**src/rtl/iir_pkg.sv**
```systemverilog
// ---------------------------------------------------------------------------
// iir_pkg
// Shared definitions for the multichannel first-order IIR filter bank:
//   - state_t   : sequencer states (IDLE, CALC, DONE)
//   - DEF_*     : default parameter values used by the filter modules
//   - saturate  : clamps a wide signed value into a signed range of 'width'
//                 bits; used by the high-pass path
// Optional feature macro used by the filter files: IIR_HPF_MODE_EN.
// ---------------------------------------------------------------------------
package iir_pkg;

    localparam int DEF_WIDTH    = 20;
    localparam int DEF_CHANNELS = 2;
    localparam int DEF_KW       = 4;
    localparam int DEF_GUARD    = 16;

    // Working width of the saturate helper; callers sign-extend into it.
    localparam int SAT_W = 64;

    typedef enum logic [1:0] {
        IDLE,
        CALC,
        DONE
    } state_t;

    // Clamp to [-2^(width-1), 2^(width-1)-1].
    function automatic logic signed [SAT_W-1:0] saturate(
        input logic signed [SAT_W-1:0] value,
        input int                      width
    );
        logic signed [SAT_W-1:0] hi;
        logic signed [SAT_W-1:0] lo;
        hi = (64'sd1 <<< (width - 1)) - 64'sd1;
        lo = ~hi;
        if (value > hi) begin
            return hi;
        end else if (value < lo) begin
            return lo;
        end else begin
            return value;
        end
    endfunction

endpackage

```
**src/rtl/iir_channel_update.sv**
```systemverilog
// ---------------------------------------------------------------------------
// iir_channel_update
// Combinational single-channel datapath of the filter bank. One instance is
// shared by all channels; the top presents one channel per cycle.
//   acc     : current accumulator, WIDTH+GUARD bits signed
//   x       : input sample already scaled by 2^GUARD (Vin_c << GUARD)
//   k       : shift coefficient (0 = pass-through)
//   mode    : 0 = low-pass, 1 = high-pass (only with IIR_HPF_MODE_EN)
//   acc_new : updated accumulator
//   y       : channel output sample, WIDTH bits signed
// Macro IIR_HPF_MODE_EN compiles in the high-pass subtractor and saturator;
// without it mode is ignored and y is always the low-pass value.
// ---------------------------------------------------------------------------
module iir_channel_update
    import iir_pkg::*;
#(
    parameter int WIDTH = DEF_WIDTH,
    parameter int KW    = DEF_KW,
    parameter int GUARD = DEF_GUARD
) (
    input  logic signed [WIDTH+GUARD-1:0] acc,
    input  logic signed [WIDTH+GUARD-1:0] x,
    input  logic        [KW-1:0]          k,
    input  logic                          mode,
    output logic signed [WIDTH+GUARD-1:0] acc_new,
    output logic signed [WIDTH-1:0]       y
);

    localparam int AW = WIDTH + GUARD;

    logic signed [AW:0]      diff;
    logic signed [AW:0]      step;
    logic signed [AW:0]      sum;
    logic signed [WIDTH-1:0] lp;
    logic                    unused_sum_msb;

    // One extra bit so x - acc can never wrap.
    assign diff = {x[AW-1], x} - {acc[AW-1], acc};
    assign step = diff >>> k;
    assign sum  = {acc[AW-1], acc} + step;

    // The result always lies between acc and x, so dropping the top bit
    // of the sum loses nothing.
    assign unused_sum_msb = sum[AW];

    always_comb begin
        acc_new = sum[AW-1:0];
        if (k == '0) begin
            acc_new = x;
        end
    end

    // Taking the top WIDTH bits floors toward -inf.
    assign lp = acc_new[AW-1 -: WIDTH];

`ifdef IIR_HPF_MODE_EN
    logic signed [WIDTH-1:0] vin;
    logic signed [WIDTH:0]   hp_diff;
    logic signed [SAT_W-1:0] hp_wide;
    logic                    unused_hp_hi;

    assign vin          = x[AW-1 -: WIDTH];
    assign hp_diff      = {vin[WIDTH-1], vin} - {lp[WIDTH-1], lp};
    assign hp_wide      = saturate(SAT_W'(hp_diff), WIDTH);
    assign unused_hp_hi = ^hp_wide[SAT_W-1:WIDTH];
    assign y            = mode ? hp_wide[WIDTH-1:0] : lp;
`else
    logic unused_mode;

    assign unused_mode = mode;
    assign y           = lp;
`endif

endmodule

```
**src/rtl/multichannel_iir_filter.sv**
```systemverilog
// ---------------------------------------------------------------------------
// multichannel_iir_filter
// Time-multiplexed bank of CHANNELS first-order shift-coefficient IIR
// filters. A frame strobe latches all inputs; the channels are then updated
// one per cycle through a single shared iir_channel_update datapath.
// Ports:
//   qzt_clk      : system clock
//   reset        : synchronous, active-high
//   sample_valid : one-cycle strobe, new frame on Vin
//   sample_ready : high in IDLE, when a frame can be accepted
//   Vin          : CHANNELS x WIDTH samples, channel c at [c*WIDTH +: WIDTH]
//   k            : CHANNELS x KW shift coefficients
//   mode         : per channel 0 = low-pass, 1 = high-pass
//   Vout         : filtered outputs, same packing as Vin
//   out_valid    : one-cycle pulse once every lane of the frame is updated
//   overrun      : sticky, a strobe arrived while busy (cleared by reset)
// Macro IIR_HPF_MODE_EN enables the high-pass mode; otherwise all channels
// are low-pass and mode is ignored.
// ---------------------------------------------------------------------------
module multichannel_iir_filter
    import iir_pkg::*;
#(
    parameter int WIDTH    = DEF_WIDTH,
    parameter int CHANNELS = DEF_CHANNELS,
    parameter int KW       = DEF_KW,
    parameter int GUARD    = DEF_GUARD
) (
    input  logic                      qzt_clk,
    input  logic                      reset,
    input  logic                      sample_valid,
    output logic                      sample_ready,
    input  logic [CHANNELS*WIDTH-1:0] Vin,
    input  logic [CHANNELS*KW-1:0]    k,
    input  logic [CHANNELS-1:0]       mode,
    output logic [CHANNELS*WIDTH-1:0] Vout,
    output logic                      out_valid,
    output logic                      overrun
);

    localparam int AW = WIDTH + GUARD;
    localparam int CW = (CHANNELS > 1) ? $clog2(CHANNELS) : 1;
    localparam logic [CW-1:0] LAST_CH = CW'(CHANNELS - 1);

    state_t                    state_reg;
    state_t                    state_next;
    logic [CW-1:0]             ch_reg;
    logic [CW-1:0]             ch_next;
    logic                      calc_en;

    logic [CHANNELS*WIDTH-1:0] vin_reg;
    logic [CHANNELS*KW-1:0]    k_reg;
    logic [CHANNELS-1:0]       mode_reg;
    logic                      overrun_reg;

    logic signed [AW-1:0]      acc_reg  [CHANNELS];
    logic signed [WIDTH-1:0]   vout_reg [CHANNELS];

    logic signed [WIDTH-1:0]   cur_vin;
    logic signed [AW-1:0]      cur_x;
    logic [KW-1:0]             cur_k;
    logic                      cur_mode;
    logic signed [AW-1:0]      cur_acc;
    logic signed [AW-1:0]      acc_new;
    logic signed [WIDTH-1:0]   y_new;

    // Sequencer: next state and strobes.
    always_comb begin
        state_next   = state_reg;
        ch_next      = ch_reg;
        sample_ready = 1'b0;
        out_valid    = 1'b0;
        calc_en      = 1'b0;
        case (state_reg)
            IDLE: begin
                sample_ready = 1'b1;
                if (sample_valid) begin
                    state_next = CALC;
                    ch_next    = '0;
                end
            end
            CALC: begin
                calc_en = 1'b1;
                if (ch_reg == LAST_CH) begin
                    state_next = DONE;
                end else begin
                    ch_next = ch_reg + 1'b1;
                end
            end
            DONE: begin
                out_valid  = 1'b1;
                state_next = IDLE;
            end
            default: begin
                state_next = IDLE;
            end
        endcase
    end

    always_ff @(posedge qzt_clk) begin
        if (reset) begin
            state_reg   <= IDLE;
            ch_reg      <= '0;
            vin_reg     <= '0;
            k_reg       <= '0;
            mode_reg    <= '0;
            overrun_reg <= 1'b0;
        end else begin
            state_reg <= state_next;
            ch_reg    <= ch_next;
            if (state_reg == IDLE && sample_valid) begin
                vin_reg  <= Vin;
                k_reg    <= k;
                mode_reg <= mode;
            end
            // Any strobe outside IDLE, including the DONE cycle, is dropped.
            if (state_reg != IDLE && sample_valid) begin
                overrun_reg <= 1'b1;
            end
        end
    end

    // Present the current channel to the shared datapath.
    assign cur_vin  = vin_reg[ch_reg*WIDTH +: WIDTH];
    assign cur_x    = {cur_vin, {GUARD{1'b0}}};
    assign cur_k    = k_reg[ch_reg*KW +: KW];
    assign cur_mode = mode_reg[ch_reg];
    assign cur_acc  = acc_reg[ch_reg];

    iir_channel_update #(
        .WIDTH (WIDTH),
        .KW    (KW),
        .GUARD (GUARD)
    ) u_update (
        .acc     (cur_acc),
        .x       (cur_x),
        .k       (cur_k),
        .mode    (cur_mode),
        .acc_new (acc_new),
        .y       (y_new)
    );

    // Per-channel filter state and output lanes; only the channel being
    // processed this cycle is written.
    always_ff @(posedge qzt_clk) begin
        for (int i = 0; i < CHANNELS; i++) begin
            if (reset) begin
                acc_reg[i]  <= '0;
                vout_reg[i] <= '0;
            end else if (calc_en && ch_reg == CW'(i)) begin
                acc_reg[i]  <= acc_new;
                vout_reg[i] <= y_new;
            end
        end
    end

    genvar gi;
    generate
        for (gi = 0; gi < CHANNELS; gi++) begin : g_lane
            assign Vout[gi*WIDTH +: WIDTH] = vout_reg[gi];
        end
    endgenerate

    assign overrun = overrun_reg;

endmodule

```
**config.mk**
```make
export PLATFORM = sky130hd
export DESIGN_NAME = multichannel_iir_filter
export DESIGN_NICKNAME = d
export VERILOG_FILES = /design/src/rtl/iir_pkg.sv /design/src/rtl/iir_channel_update.sv /design/src/rtl/multichannel_iir_filter.sv
export SDC_FILE = /design/constraint.sdc
export NUM_CORES = 1
export LEC_CHECK = 0
export ABC_AREA = 0
export CAP_MARGIN = 20
export CORE_MARGIN = 1
export CORE_UTILIZATION = 25
export DETAILED_ROUTE_END_ITERATION = 10
export RECOVER_POWER = 50
export REMOVE_ABC_BUFFERS = 1
export SETUP_SLACK_MARGIN = 0.4
export SYNTH_ARGS = -nofsm -noshare
export SYNTH_HDL_FRONTEND = slang
export SYNTH_SLANG_ARGS = --single-unit
```
**constraint.sdc**
```tcl
create_clock -name qzt_clk -period 8.3 [get_ports qzt_clk]
set_input_delay 2.49 -clock qzt_clk [delete_from_list [all_inputs] [get_ports qzt_clk]]
set_output_delay 2.49 -clock qzt_clk [all_outputs]
set_load 0.05 [all_outputs]
```
After elaboration in Yosys (flattened, before gate mapping) --
Memories as Yosys holds them, arrays and structs flattened. A register that Yosys moved wholly into a read port is not among the register bits. Cells that the tools add are included.
Word-level totals: bits in registers 52, latch bits 0, RAM bits 112, ROM bits 0, output and inout port bits 43, word-level logic and storage cells 57, memories 2
Operators by class: add/subtract/negate cells 3, $mul 1, divide/modulo/power cells 0, $lt $le $gt $ge 0, eq/ne operators 4, shift-type cells 3, multiplexer cells 24, bitwise operators 5, reductions and logical operators 10
Memory list:
- acc_reg | words 2, width 36, read ports 1, clocked after memory_dff 1, wr ports 2, line multichannel_iir_filter.sv:55 | logic signed [AW-1:0] acc_reg [CHANNELS];
- vout_reg | words 2, width 20, read ports 2, clocked after memory_dff 0, wr ports 2, line multichannel_iir_filter.sv:56 | logic signed [WIDTH-1:0] vout_reg [CHANNELS];
Operators by type and width (number):
- 36-bit two-way mux | 3
- 20-bit two-way mux | 2
- 40-bit by 7-bit indexed part select with 20-bit output | 1
- 37-bit by 4-bit >>> shifter with 36-bit output | 1
- 36-bit by 36-bit subtractor with 37-bit output | 1
- 36-bit adder | 1
- 1-bit two-way mux | 15
- 8-bit by 4-bit indexed part select with 4-bit output | 1
- 1-bit logical AND | 4
- 4-bit logical NOT | 1
- 1-bit by 3-bit multiplier with 4-bit output (second input constant) | 1
- 2-bit two-way mux | 2
- 2-bit inequality test (second input constant) | 2
- 1-bit bitwise OR | 4
- 2-bit case mux with 2 select lines | 1
- 2-bit AND reduction | 2
- 2-bit nonzero test | 2
- 2-bit by 1-bit == test with 1-bit output (second input constant) | 1
- 2-bit == test (second input constant) | 1
- 2-bit logical NOT | 1
- 1-bit case mux with 2 select lines | 1
- 1-bit adder (second input constant) | 1
- 1-bit inverter | 1

Logic depth before layout (Yosys ltp) --
word-level depth 7, depth in mapped cells 31, gate-level depth less buffers 23

Hierarchy --
A second synthesis with hierarchy kept.
Unflattened totals: cell total of the unflattened synthesis 1606, area, all modules 14181.1 um^2
By module, submodules not included:
- iir_channel_update | instances 1, cells each 1046, area each 7314.5 um^2, sequential area each 0.0 um^2
- multichannel_iir_filter | instances 1, cells each 560, area each 6866.6 um^2, sequential area each 4464.3 um^2

Worst setup path before layout --
Ideal clock, no wire load.
path type reg2reg, from register (tool-made name), to memory vout_reg[1][12] (netlist name), data pin, library setup time 0.266 ns, data arrival time 6.762 ns, required time 8.034 ns, slack 1.272 ns, stages on the path, launching flop included 30, path buffers 7, clock period less this slack 7.028 ns, cell sequence dfxtp_1 > buf_6 > buf_6 > clkbuf_1 > buf_2 > buf_1 > buf_2 > mux2i_1 > ha_1 > clkbuf_1 > a211o_1 > a21oi_1 > or3b_2 > o21ai_0 > xor2_1 > mux2i_1 > nand2_1 > o21ai_0 > mux2i_1 > o21ai_0 > ha_1 > nand4_1 > a2111o_1 > o211ai_1 > o31ai_1 > o41ai_1 > a21oi_1 > or3_1 > a31oi_1 > nor2_1
RTL lines (line):
- end, declared | multichannel_iir_filter.sv:56

==> results_tabular.tex <==
\begin{tabular}{lr}
\hline
Metric & Value \\
\hline
\multicolumn{2}{l}{\textbf{Power and ir drop}} \\
Power density normalized to cell area & 291 mW/mm\^{}2 \\
Cell leakage power & 5.07 nW \\
Worst supply voltage drop on vdd & 163 uV \\
Total Power Consumption & 3.67 mW \\
\multicolumn{2}{l}{\textbf{Clock network}} \\
Count of cells resized by post-cts repair & 0 \\
Clock tree from TritonCTS & built \\
Deepest clock path buffer count & 2 \\
Clock-pin slew of the registers on the worst-case setup and hold paths & 0.07 ns \\
Number of levels in the clock H-tree & 4 \\
Clock root buffer & sky130\_fd\_sc\_hd\_\_clkbuf\_16 \\
Number of hold buffers added after CTS & 0 \\
Number of clock sinks & 125 \\
CTS buffer count & 17 \\
Number of setup buffers added after CTS & 0 \\
Clock latency at the later pin of the worst-skew pair & 0.44 ns \\
\multicolumn{2}{l}{\textbf{Cells and area}} \\
Final standard cell utilization of the core & 0.298 \\
Fill cells & 4544 \\
Sequential cell area & 0.00323 mm\^{}2 \\
Total area of multi-input combinational cells & 0.00680 mm\^{}2 \\
Antenna Diode Count & 0 \\
Share of layout cells above drive strength 1 & 0.0863 \\
Number of flip-flops in the largest register & 53 \\
Area added between synthesis and finish & 17.0\% \\
Final Instance Count excl. Fillers & 1930 \\
Net count, final & 1488 \\
\multicolumn{2}{l}{\textbf{Timing}} \\
Fmax achieved & 134 MHz \\
Number of hold violations in the final report & 0 \\
TNS Setup & 0 ns \\
Min Tclk post-route & 7.46 ns \\
Worst path setup slack after routing & 0.839 ns \\
Count of final max-slew check failures & 119 \\
Max-slew headroom & -0.658 \\
Post-route clock skew & 0.00943 ns \\
Slew at the pin with the worst max-slew slack & 2.49 ns \\
Setup repair after global routing missed its margin & no \\
Portion of the clock cycle consumed by the worst path in the final layout & 0.899 \\
Setup violators final & 0 \\
\multicolumn{2}{l}{\textbf{Drt}} \\
Wire length per cell & 17.0 um \\
Number of detailed-route iterations in the first pass & 5 \\
DRT Wirelength & 32.8 mm \\
Via count & 9791 \\
Vias per Instance & 5.07 \\
Count of routing violations after the opening detailed-route iteration & 703 \\
Detailed-route DRC error count & 0 \\
Post-route ant nets & 0 \\
\multicolumn{2}{l}{\textbf{Floorplanning}} \\
Y dimension of the die & 210 um \\
Core area & 0.0422 mm\^{}2 \\
Die area & 0.0439 mm\^{}2 \\
Top-level port count & 96 \\
Initial core utilization & 0.255 \\
Row cnt & 75 \\
Width of the die & 210 um \\
\multicolumn{2}{l}{\textbf{Synth}} \\
Warnings, synthesis & 0 \\
Ys async rst share & 0 \\
Number of enable flip-flop cells after synthesis & 72 \\
Sequential element share of the synthesized area & 0.299 \\
Yosys top cell by area & sky130\_fd\_sc\_hd\_\_edfxtp\_1 \\
Number of register bits inferred by synthesis & 125 \\
Dominant cells by area after synthesis & sky130\_fd\_sc\_hd\_\_edfxtp\_1, sky130\_fd\_sc\_hd\_\_dfxtp\_1, sky130\_fd\_sc\_hd\_\_nand2\_1 \\
Area share of the largest cell type after synthesis & 0.201 \\
Count of cell types in the netlist & 71 \\
Top FF cell, synth & sky130\_fd\_sc\_hd\_\_edfxtp\_1 \\
Mapped Area & 0.0108 mm\^{}2 \\
Number of cells produced by synthesis & 1353 \\
Average cell area after synthesis & 7.96 um\^{}2 \\
\multicolumn{2}{l}{\textbf{Critical path}} \\
Critical path buffers and inverters & 1 \\
Top delay family on crit path & compound AO/OA/AOI/OAI gates \\
Endpoint required time on the critical path & 8.42 ns \\
Largest fanout on the critical path & 22 \\
Arrival time of the worst setup path & 7.58 ns \\
Startpoint kind of the worst setup timing path & flop \\
Crit path largest cell delay & 0.78 ns \\
Element type at the critical path end & flop \\
Library cell contributing the largest single delay on the critical path & sky130\_fd\_sc\_hd\_\_dfxtp\_2 \\
Ordered list of cells on the worst path & buf\_4, mux2i\_1, ha\_1, a21o\_1, a21o\_1, a2111oi\_0, o22ai\_1, or2\_2, xnor2\_1, nor2\_1, nor3\_1, a21oi\_1, mux2i\_1, ha\_1, nand4\_1, o41ai\_1, a31oi\_1, o21ai\_0, nor4b\_1, nor3\_1, nor2\_1 \\
Crit Path Class & flop to flop \\
\multicolumn{2}{l}{\textbf{Global route}} \\
Initial antenna violation count & 0 \\
Wire length of the first global-routing pass & 51.2 mm \\
Global router's overall resource usage & 0.150 \\
Grt total ovfl & 0 \\
Vias in the first global route & 9305 \\
Pin count of the biggest net entering global routing & 57 \\
\multicolumn{2}{l}{\textbf{Placement}} \\
Detailed Place HPWL & 25.0 mm \\
Setup WS pre-CTS & 1.01 ns \\
I/O Buffers & 93 \\
Final RePlAce weighted congestion & 0.927 \\
Number of instances in the placed design & 1895 \\
\multicolumn{2}{l}{\textbf{Worst hold path}} \\
Hold/Removal Path Class & flop to flop \\
\multicolumn{2}{l}{\textbf{Flow run}} \\
Max capacitance violation total & 3 \\
\multicolumn{2}{l}{\textbf{Outcome}} \\
Violated checks & max-capacitance violations, max-slew violations \\
Outcome & finished with violations \\
\hline
\end{tabular}
-- Yosys cell counts (3+ instances only) --
cell type and n:
sky130_fd_sc_hd__ha_1 56, sky130_fd_sc_hd__xnor2_1 39, sky130_fd_sc_hd__and3_1 3, sky130_fd_sc_hd__a211oi_1 14, sky130_fd_sc_hd__inv_1 53, sky130_fd_sc_hd__o21a_1 11
sky130_fd_sc_hd__a21o_1 30, sky130_fd_sc_hd__nand3_1 26, sky130_fd_sc_hd__mux2i_1 72, sky130_fd_sc_hd__clkbuf_1 58, sky130_fd_sc_hd__nor3b_1 3, sky130_fd_sc_hd__or2_2 6
sky130_fd_sc_hd__a22oi_1 7, sky130_fd_sc_hd__o21bai_1 5, sky130_fd_sc_hd__nand2b_1 9, sky130_fd_sc_hd__nor4_1 10, sky130_fd_sc_hd__buf_1 5, sky130_fd_sc_hd__xor2_1 22
sky130_fd_sc_hd__o211ai_1 13, sky130_fd_sc_hd__nor2_1 141, sky130_fd_sc_hd__or3_1 5, sky130_fd_sc_hd__a31oi_1 13, sky130_fd_sc_hd__dfxtp_1 53, sky130_fd_sc_hd__buf_4 40
sky130_fd_sc_hd__o31ai_1 10, sky130_fd_sc_hd__a211o_1 5, sky130_fd_sc_hd__nand2_1 208, sky130_fd_sc_hd__o22ai_1 14, sky130_fd_sc_hd__buf_2 6, sky130_fd_sc_hd__mux2_2 31
sky130_fd_sc_hd__o21ai_1 4, sky130_fd_sc_hd__o21ai_0 65, sky130_fd_sc_hd__edfxtp_1 72, sky130_fd_sc_hd__and2_1 10, sky130_fd_sc_hd__nand4_1 6, sky130_fd_sc_hd__a21oi_1 143
sky130_fd_sc_hd__o41ai_1 4, sky130_fd_sc_hd__nor3_1 34
-- power by group --
part           switching, mW  total (mW)  leakage, nW  internal, mW
Clock                  0.319       0.742        0.291         0.423
Sequential            0.0424       0.762         1.19         0.720
Combinational           1.34        2.16         3.59         0.822
Total                   1.70        3.67         5.07          1.96
-- worst register-to-register path: cells and delay by family (launching register included) --
family	cells	cell delay, ns
compound gates	8	2.59
simple gates	7	1.67
flops	1	0.78
mux	2	0.73
fa+ha+maj	2	0.63
buf+inv	1	0.37
xor+xnor	1	0.37
-- cell usage in the layout (no fill, tap or decap), types with 5 or more instances in the layout --
cell type                           n
sky130_fd_sc_hd__nand2_1          208
sky130_fd_sc_hd__nor3_1            34
sky130_fd_sc_hd__buf_4             19
sky130_fd_sc_hd__nor2_1           140
sky130_fd_sc_hd__and2_1            10
sky130_fd_sc_hd__mux2i_1           68
sky130_fd_sc_hd__inv_1             53
sky130_fd_sc_hd__a211oi_1          14
sky130_fd_sc_hd__clkdlybuf4s50_1   92
sky130_fd_sc_hd__a21oi_1          143
sky130_fd_sc_hd__a22oi_1            7
sky130_fd_sc_hd__o21ai_0           65
sky130_fd_sc_hd__nand2b_1           9
sky130_fd_sc_hd__clkbuf_16         19
sky130_fd_sc_hd__or2_2              5
sky130_fd_sc_hd__o22ai_1           14
sky130_fd_sc_hd__xor2_1            22
sky130_fd_sc_hd__nand3_1           26
sky130_fd_sc_hd__o21a_1            11
sky130_fd_sc_hd__a31oi_1           13
sky130_fd_sc_hd__xnor2_1           39
sky130_fd_sc_hd__edfxtp_1          72
sky130_fd_sc_hd__mux2_2            31
sky130_fd_sc_hd__nand4_1            6
sky130_fd_sc_hd__or3_1              5
sky130_fd_sc_hd__a21o_1            30
sky130_fd_sc_hd__o211ai_1          13
sky130_fd_sc_hd__a211o_1            5
sky130_fd_sc_hd__nor4_1            10
sky130_fd_sc_hd__dfxtp_1           51
sky130_fd_sc_hd__ha_1              56
sky130_fd_sc_hd__o31ai_1           10
-- layout make-up --
type,count,share of cell area
sequential,125,0.256
clock buffer,19,0.0378
inverter,53,0.0158
timing repair buffer,117,0.0891
clock inverter,13,0.00805
tap,539,0.0535
multi-input combinational,1064,0.540
-- layer usage --
metal / wire length, um / track usage / up-vias / share of wire
met5: 0 / 0 / - / 0
met4: 885 / 0.0549 / 0 / 0.027
met3: 1140 / 0.0223 / 50 / 0.035
met2: 15400 / 0.249 / 225 / 0.47
met1: 15400 / 0.196 / 4656 / 0.47
li1: - / - / 4860 / -
-- path summary, 6_finish.rpt --
path | start | endpoint | slack (ns) | cells after the start
setup / recovery | flop | vout_reg[1][11]$_SDFFCE_PN0P_ | 0.84 | 21
hold / removal | vin_reg[39]$_SDFFE_PP0P_ | vin_reg[39]$_SDFFE_PP0P_ | 0.45 | 2
setup reg to reg | flop | vout_reg[1][11]$_SDFFCE_PN0P_ | 0.84 | 21
hold reg to reg | vin_reg[39]$_SDFFE_PP0P_ | vin_reg[39]$_SDFFE_PP0P_ | 0.45 | 2
-- through the flow --
| stage | cell area (um^2) | hold WS, ns |
|---|---|---|
| final | 12600 | 0.451 |
| after CTS | 12600 | 0.453 |
| after floorplan | 10200 | 0.427 |
| after global placement | 12000 | 0.441 |
| after global routing | 12600 | 0.469 |
| after detailed placement | 12000 | 0.443 |
-- cell families after synthesis --
| kind of cell | count (synthesis) | share of synthesized area |
|---|---|---|
| buf+inv | 164 | 0.0732 |
| mux | 106 | 0.106 |
| compound gates | 361 | 0.207 |
| fa+ha+maj | 57 | 0.0670 |
| xor+xnor | 63 | 0.0527 |
| flops | 125 | 0.299 |
| simple gates | 477 | 0.195 |
Note: power is estimated with default switching activity, not from simulation.
==> edit, RTL diff (same settings) <==
Add a define of `IIR_HPF_MODE_EN`.
--- a/src/rtl/iir_channel_update.sv
+++ b/src/rtl/iir_channel_update.sv
@@ -11,6 +11,8 @@
 // Macro IIR_HPF_MODE_EN compiles in the high-pass subtractor and saturator;
 // without it mode is ignored and y is always the low-pass value.
 // ---------------------------------------------------------------------------
+`define IIR_HPF_MODE_EN
+
 module iir_channel_update
     import iir_pkg::*;
 #(
Behaviour: not the same (a bounded check fails within 4 cycles, from zero or initial values and one cycle with reset high).
==> edit against the original RTL <==
  * The run ends with capacitance limit, slew limit, setup timing left
  * Sequential cell count is 42 higher
  * Count of clock-buffer cells in the layout stayed put
  * Core utilization is 10 points higher
  * Final area is 71% higher
  * Sequential share of layout area is 4.8 points lower
  * Synthesized area is 28% higher
  * Hold slack better by 3.3 ps
  * Routed wire length is 61% higher
  * Final cell count is 52% higher
  * Setup slack worse by 1200 ps
  * Fmax is 13% lower
  * Total power is 100% higher
  * Synthesized cell count is 25% higher
==> edit: results (changes against the original RTL) <==
<table>
<tr><th>Metric</th><th>Value</th></tr>
<tr><th colspan="2">Status</th></tr>
<tr><td>Outcome</td><td>complete, but fails checks (unchanged)</td></tr>
<tr><td>Violations in the final reports</td><td>capacitance limit, slew limit, setup timing (was capacitance limit, slew limit)</td></tr>
<tr><th colspan="2">Logic synthesis</th></tr>
<tr><td>Synth cell types</td><td>91 (was 71)</td></tr>
<tr><th colspan="2">Timing</th></tr>
<tr><td>Post-Route Skew</td><td>16.0 ps (was 9.43 ps)</td></tr>
<tr><td>Worst Setup Slack, final</td><td>-315 ps (was 839 ps)</td></tr>
<tr><td>Setup TNS</td><td>-9870 ps (was 0 ps)</td></tr>
<tr><td>Number of pins with negative max-slew slack in the final report</td><td>30 (was 119)</td></tr>
<tr><td>Total of endpoints with negative setup slack in the final report</td><td>38 (was 0)</td></tr>
<tr><th colspan="2">Cells and area</th></tr>
<tr><td>Area taken by multi-input logic gates</td><td>0.0101 mm2 (was 0.00680 mm2)</td></tr>
<tr><td>Number of sequential cells in the layout</td><td>167 (was 125)</td></tr>
<tr><td>Plain + repair buffers</td><td>610 (was 117)</td></tr>
<tr><td>Fraction of layout cells with a size suffix above 1</td><td>37.8% (was 8.63%)</td></tr>
<tr><th colspan="2">Drt</th></tr>
<tr><td>Detailed Route Iter0 Violations</td><td>896 (was 703)</td></tr>
<tr><td>Vias post-DR</td><td>14,667 (was 9,791)</td></tr>
<tr><th colspan="2">Global route</th></tr>
<tr><td>First-pass GRT wire length</td><td>80,400 um (was 51,200 um)</td></tr>
<tr><td>Pin count of the biggest net entering global routing</td><td>59 (was 57)</td></tr>
<tr><th colspan="2">Run</th></tr>
<tr><td>Max capacitance violation total</td><td>1 (was 3)</td></tr>
<tr><th colspan="2">Place</th></tr>
<tr><td>Post-DP Area</td><td>0.0182 mm2 (was 0.0120 mm2)</td></tr>
<tr><td>Number of port buffers</td><td>95 (was 93)</td></tr>
<tr><th colspan="2">Power and ir drop</th></tr>
<tr><td>IR drop worst, VDD</td><td>0.201 mV (was 0.163 mV)</td></tr>
</table>
edit: changes by cell type after synthesis, sizes merged, moves of 16 or more:
cell    before  now
o21ai       70   89
nand2      208  282
a21oi      143  215
buf         53   26
ha          56   72
nor2       142  160
edfxtp      72  112
edit: cells by family after synthesis:
logic type                 Yosys count  synth area share (%)
AOI/OAI and AO/OA                  486                  22.1
xor gates and xnor gates            71                  4.53
adders and majority gates           75                  6.93
buffers and inverters              167                  5.04
DFF                                167                  32.5
muxes                              119                  9.02
and+or+nand+nor                    608                  19.8
edit: layer usage:
| layer | global-route usage, % | wire length [um] | vias to the layer above |
|---|---|---|---|
| met5 | 0 | 0 | - |
| met4 | 4.96 | 1510 | 0 |
| met3 | 2.52 | 1930 | 83 |
| met2 | 32.0 | 25900 | 320 |
| met1 | 23.3 | 23600 | 7109 |
| li1 | - | - | 7155 |
edit: timing repair:
action | CTS | global route
setup endpoints to repair | 40 | 40
setup buffers | 73 | 41
gates cloned | 6 | 2
gates resized for setup | 189 | 154
pin swaps | 49 | 99
